### src/rtl/reservoir_input_driver.sv
// Reservoir input driver: accepts one sample per DFR time step over a
// valid/ready handshake, multiplies it by a per-virtual-node mask and issues
// one saturated update per node to the reservoir (res_en / res_din / res_valid).
//
// Ports:
//   clk, rst            clock, asynchronous active-high reset
//   sample_valid/ready  upstream handshake; sample_ready = state is IDLE
//   sample_data         input sample, captured on the handshake cycle only
//   mask_wr_en/addr/data mask table write port (out-of-range addresses ignored)
//   res_en              one-cycle update request to the reservoir
//   res_din             masked value, held until the next capture
//   res_valid           reservoir ready; only consulted in WAIT
//   node_idx            virtual node currently being driven
//   busy                sample in progress
//   sample_done         one-cycle pulse after the last node update
module reservoir_input_driver #(
    parameter int unsigned VIRTUAL_NODES = 10,
    parameter int unsigned DATA_WIDTH    = 32,
    parameter int unsigned MASK_WIDTH    = 16,
    parameter int unsigned MASK_FRAC     = 15,
    parameter int unsigned ADDR_WIDTH    = (VIRTUAL_NODES > 1) ? $clog2(VIRTUAL_NODES) : 1
) (
    input  logic                  clk,
    input  logic                  rst,
    input  logic                  sample_valid,
    output logic                  sample_ready,
    input  logic [DATA_WIDTH-1:0] sample_data,
    input  logic                  mask_wr_en,
    input  logic [ADDR_WIDTH-1:0] mask_wr_addr,
    input  logic [MASK_WIDTH-1:0] mask_wr_data,
    output logic                  res_en,
    output logic [DATA_WIDTH-1:0] res_din,
    input  logic                  res_valid,
    output logic [ADDR_WIDTH-1:0] node_idx,
    output logic                  busy,
    output logic                  sample_done
);

    localparam int unsigned PROD_WIDTH = DATA_WIDTH + MASK_WIDTH;

    typedef enum logic [1:0] {
        ST_IDLE   = 2'd0,
        ST_WAIT   = 2'd1,
        ST_HOLD   = 2'd2,
        ST_SETTLE = 2'd3
    } state_t;

    state_t                  state, state_d;
    logic [DATA_WIDTH-1:0]   sample_q, sample_d;
    logic [ADDR_WIDTH-1:0]   node_d;
    logic [DATA_WIDTH-1:0]   res_din_d;
    logic                    res_en_d, busy_d, done_d;
    logic [MASK_WIDTH-1:0]   mask_mem [VIRTUAL_NODES];
    logic [MASK_WIDTH-1:0]   mask_rd;
    logic [PROD_WIDTH-1:0]   product_full, product_shift;
    logic [DATA_WIDTH-1:0]   product_sat;
    logic                    last_node;

    assign sample_ready = (state == ST_IDLE);
    assign last_node    = (node_idx == ADDR_WIDTH'(VIRTUAL_NODES - 1));

    // Mask table; a write coinciding with a capture lands after it, so the old value is used
    always_ff @(posedge clk or posedge rst) begin
        if (rst) begin
            for (int i = 0; i < int'(VIRTUAL_NODES); i++) begin
                mask_mem[i] <= '0;
            end
        end else if (mask_wr_en && (32'(mask_wr_addr) < VIRTUAL_NODES)) begin
            mask_mem[mask_wr_addr] <= mask_wr_data;
        end
    end

    // Fixed-point multiply with saturation on any overflow above DATA_WIDTH
    assign mask_rd       = mask_mem[node_idx];
    assign product_full  = PROD_WIDTH'(sample_q) * PROD_WIDTH'(mask_rd);
    assign product_shift = product_full >> MASK_FRAC;
    assign product_sat   = (|product_shift[PROD_WIDTH-1:DATA_WIDTH]) ? '1
                                                                      : product_shift[DATA_WIDTH-1:0];

    // State and registered outputs
    always_ff @(posedge clk or posedge rst) begin
        if (rst) begin
            state       <= ST_IDLE;
            sample_q    <= '0;
            node_idx    <= '0;
            res_en      <= 1'b0;
            res_din     <= '0;
            busy        <= 1'b0;
            sample_done <= 1'b0;
        end else begin
            state       <= state_d;
            sample_q    <= sample_d;
            node_idx    <= node_d;
            res_en      <= res_en_d;
            res_din     <= res_din_d;
            busy        <= busy_d;
            sample_done <= done_d;
        end
    end

    // Next-state logic; res_en is only ever a registered function of res_valid
    always_comb begin
        state_d   = state;
        sample_d  = sample_q;
        node_d    = node_idx;
        res_en_d  = 1'b0;
        res_din_d = res_din;
        busy_d    = busy;
        done_d    = 1'b0;
        case (state)
            ST_IDLE: begin
                if (sample_valid && sample_ready) begin
                    sample_d = sample_data;
                    node_d   = '0;
                    busy_d   = 1'b1;
                    state_d  = ST_WAIT;
                end
            end
            ST_WAIT: begin
                if (res_valid) begin
                    res_din_d = product_sat;
                    res_en_d  = 1'b1;
                    state_d   = ST_HOLD;
                end
            end
            ST_HOLD: begin
                state_d = ST_SETTLE;
            end
            ST_SETTLE: begin
                // Reservoir captures res_din this cycle; res_valid is not consulted
                if (last_node) begin
                    done_d  = 1'b1;
                    busy_d  = 1'b0;
                    state_d = ST_IDLE;
                end else begin
                    node_d  = node_idx + ADDR_WIDTH'(1);
                    state_d = ST_WAIT;
                end
            end
            default: begin
                state_d = ST_IDLE;
            end
        endcase
    end

endmodule

### config.mk
export PLATFORM = sky130hd
export DESIGN_NAME = reservoir_input_driver
export DESIGN_NICKNAME = d
export VERILOG_FILES = /design/src/rtl/reservoir_input_driver.sv
export SDC_FILE = /design/constraint.sdc
export NUM_CORES = 2
export LEC_CHECK = 0
export CAP_MARGIN = 15
export CORE_AREA = 2 2 206 208
export DETAILED_ROUTE_END_ITERATION = 7
export DIE_AREA = 0 0 208 210
export PLACE_DENSITY = 0.94
export SETUP_SLACK_MARGIN = 0.15
export SYNTH_ARGS = -nofsm -noshare
export SYNTH_HDL_FRONTEND = slang
export SYNTH_SLANG_ARGS = --single-unit
### constraint.sdc
create_clock -name clk -period 10.65 [get_ports clk]
set_input_delay 1.5975 -clock clk [delete_from_list [all_inputs] [get_ports clk]]
set_output_delay 1.5975 -clock clk [all_outputs]
set_load 0.02 [all_outputs]
==> flow_summary.toml <==
[outcome]
status = "finished, final reports clean"

[setup_path]
crit_path_max_fanout = 30
ff2ff_path_depth = 27
required_ns = 11.04
startpoint_type = "flop"
worstSetupPathType = "flop to flop"
endpoint_kind = "flop"
reg2reg_slack_ns = 0.94
r2r_end = "res_din[24]$_DFFE_PP0P_"
crit_arrival_ns = 10.10
timing.rr.start = "node_idx[3]$_DFFE_PP0P_"

[final_layout]
fin_cells = 3105
mostFrequentLayoutCell = "inv_1"
most-common-layout-cells = "inv_1, fa_1, nand2_1"
drive_gt1_share_pct = 14.08
syn2layout_area_growth_pct = 8.145
fillers = 2770
nNetsFinal = 3142

[global_route]
gr-max-usage-layer = "met2"
grt_pass1_vias = 21990
grt_pass1_wl_mm = 113.1
grt_max_degree = 161
overflow = 0
gr-usage-met3_pct = 8.105
met2_usage_pct = 53.29
met1_usage_pct = 40.63
antenna_found_initial = 3
track_usage_pct = 32.81

[clocking]
ctsHoldBuffers = 0
cts_buffers = 25
cts-root-buf = "clkbuf_16"
clock-sinks = 233
h-tree-depth = 1
cts_setup_buffers = 0
path_clk_slew_ns = 0.06
worstSkewPairLatency_ns = 0.57
post_cts_resized = 0
cts_tree = "done"
cts.path.max_buffers = 3

[die]
core-area_um2 = 41480
ioPinCount = 97
rows = 75
initial_core_util_pct = 63.15
design.die.area_um2 = 43680
die_h_um = 210
die_w_um = 208

[route]
final_antenna_net_count = 0
wl_per_cell_um = 22.04
wl_mm = 68.43
drt_first_iter_violations = 1792
drt-pass1-iter-count = 5
via_count = 19200
vias_per_cell = 6.182
remaining_drc_errors = 0

[placed_design]
dpl.hpwl_mm = 50.32
gp_congestion = 0.9211
portBuffers = 96
dp_cells = 3057

[logic_synthesis]
yosysWarningCount = 0
synth_edf_count = 0
avgSynthCellArea_um2 = 10.30
synthFlopType = "dfrtp_1"
synth_cell_type_count = 63
ys_seq_area_share_pct = 22.26
synth-seq-cells = 233
synth_nets = 3139
synthCells = 2543
netlist_area_um2 = 26190
async_flop_share_pct = 100.0

[timing]
maxSlewViolCount = 0
finalCritPeriodShare_pct = 91.16
worst_pin_slew_ns = 1.294
period_minus_slack_ns = 9.709
max_freq_mhz = 103.0
rsz0062_at_grt = "false"
whs_ns = 0.5009
fin_worst_skew_ns = 0.02368
tns_ns = 0
finalSetupViolCount = 0
relSlewSlack_pct = 13.62
hold_viol = 0

[worst_hold_path]
min_from = "mask_mem[22]$_DFFE_PP0P_"
hold_depth = 1
whs_endpoint = "mask_mem[22]$_DFFE_PP0P_"
hp-class = "flop to flop"

[flow_run]
max-cap-violations = 0
worst max-delay path by stage:
stage                                  startpoint                 endpoint  cells after the start
after floorplan           node_idx[0]$_DFFE_PP0P_  res_din[11]$_DFFE_PP0P_                     31
after global placement    node_idx[3]$_DFFE_PP0P_  res_din[27]$_DFFE_PP0P_                     27
after detailed placement  node_idx[3]$_DFFE_PP0P_  res_din[25]$_DFFE_PP0P_                     27
after CTS                 node_idx[3]$_DFFE_PP0P_  res_din[24]$_DFFE_PP0P_                     27
after global routing      node_idx[3]$_DFFE_PP0P_  res_din[26]$_DFFE_PP0P_                     27
final                     node_idx[3]$_DFFE_PP0P_  res_din[24]$_DFFE_PP0P_                     27
stage by stage:
stage                     util, %  area [um2]  setup slack [ns]
after floorplan                 -       26190             2.538
after global placement      66.32       27510             1.704
after detailed placement    66.32       27510             1.351
after CTS                   68.21       28290             1.183
after global routing        68.28       28320            0.6285
final                       68.29       28320            0.9411
per-layer routing:
layer	part of all wire (%)	routed length (um)
met3	11	7563
met1	35	23780
met5	0	0
met2	48	32910
met4	6.1	4169
logic make-up after synthesis:
kind of cell             Yosys count  synth area share (%)
AO/OA/AOI/OAI                    210                 5.833
XOR/XNOR                          33                 1.132
adder cells (fa/ha/maj)          539                 37.70
buffers and inverters            600                 8.785
flip-flops                       233                 22.26
multiplexers                     244                 11.76
AND/OR/NAND/NOR                  684                 12.53
Yosys cell counts (all sizes together) (3+ instances only):
library cell	number	share of area [%]
nor3b	3	0.086
and4	4	0.13
o21bai	12	0.34
and2	212	5.1
inv	451	6.5
or2	6	0.14
o22ai	7	0.17
a2111oi	5	0.17
dfrtp	233	22
buf	42	0.79
fa	417	32
nand3	15	0.29
mux4	30	2.6
nor2	67	0.96
xor2	8	0.27
o21ai	28	0.58
a221oi	13	0.43
mux2	209	9.0
nand4	10	0.26
nand3b	4	0.11
a21o	30	0.86
nand2b	6	0.14
o211ai	3	0.086
a31oi	30	1.2
and3	10	0.24
clkbuf	107	1.5
a21oi	59	1.1
xnor2	25	0.86
nand2	332	4.8
mux2i	5	0.19
ha	122	5.8
o21a	5	0.14
nor3	7	0.13
final cells by class:
class                           instances  area (um2)  area share [%]
Antenna cell                            2       5.005         0.01767
Clock inverter                         11       93.84          0.3313
Sequential cell                       233        5832           20.59
Tap cell                              539       674.4           2.381
Timing Repair Buffer                  125        1199           4.232
Clock buffer                           34       689.4           2.434
Inverter                              451        1700           6.003
Multi-Input combinational cell       1710       18130           64.01
registers in the layout, indices dropped and copies added (netlist names):
register,count
mask_mem,160
res_din,32
sample_q,32
node_idx,4
state,2
busy,1
res_en,1
sample_done,1
worst max-delay path, stage by stage, from the launching register on:
cell and delay, ns:
dfrtp_1 0.53, inv_1 0.53, nor2_1 0.58, buf_4 0.30
a221oi_1 0.12, nor2_2 1.03, nand2_1 0.19, fa_1 0.55
inv_1 0.05, fa_1 0.50, inv_1 0.06, fa_1 0.53
inv_1 0.06, fa_1 0.47, fa_1 0.52, fa_1 0.42
ha_1 0.37, and4_1 0.30, and3_1 0.24, and4_1 0.22
nand4_2 0.15, o211a_4 0.33, o21ai_4 0.29, o21ai_1 0.12
a21oi_2 0.24, xnor2_4 0.33, buf_4 0.35, a31oi_2 0.12
Power is not shown: default switching activity piles up to over one toggle a cycle in this logic, so the estimate is an artifact.
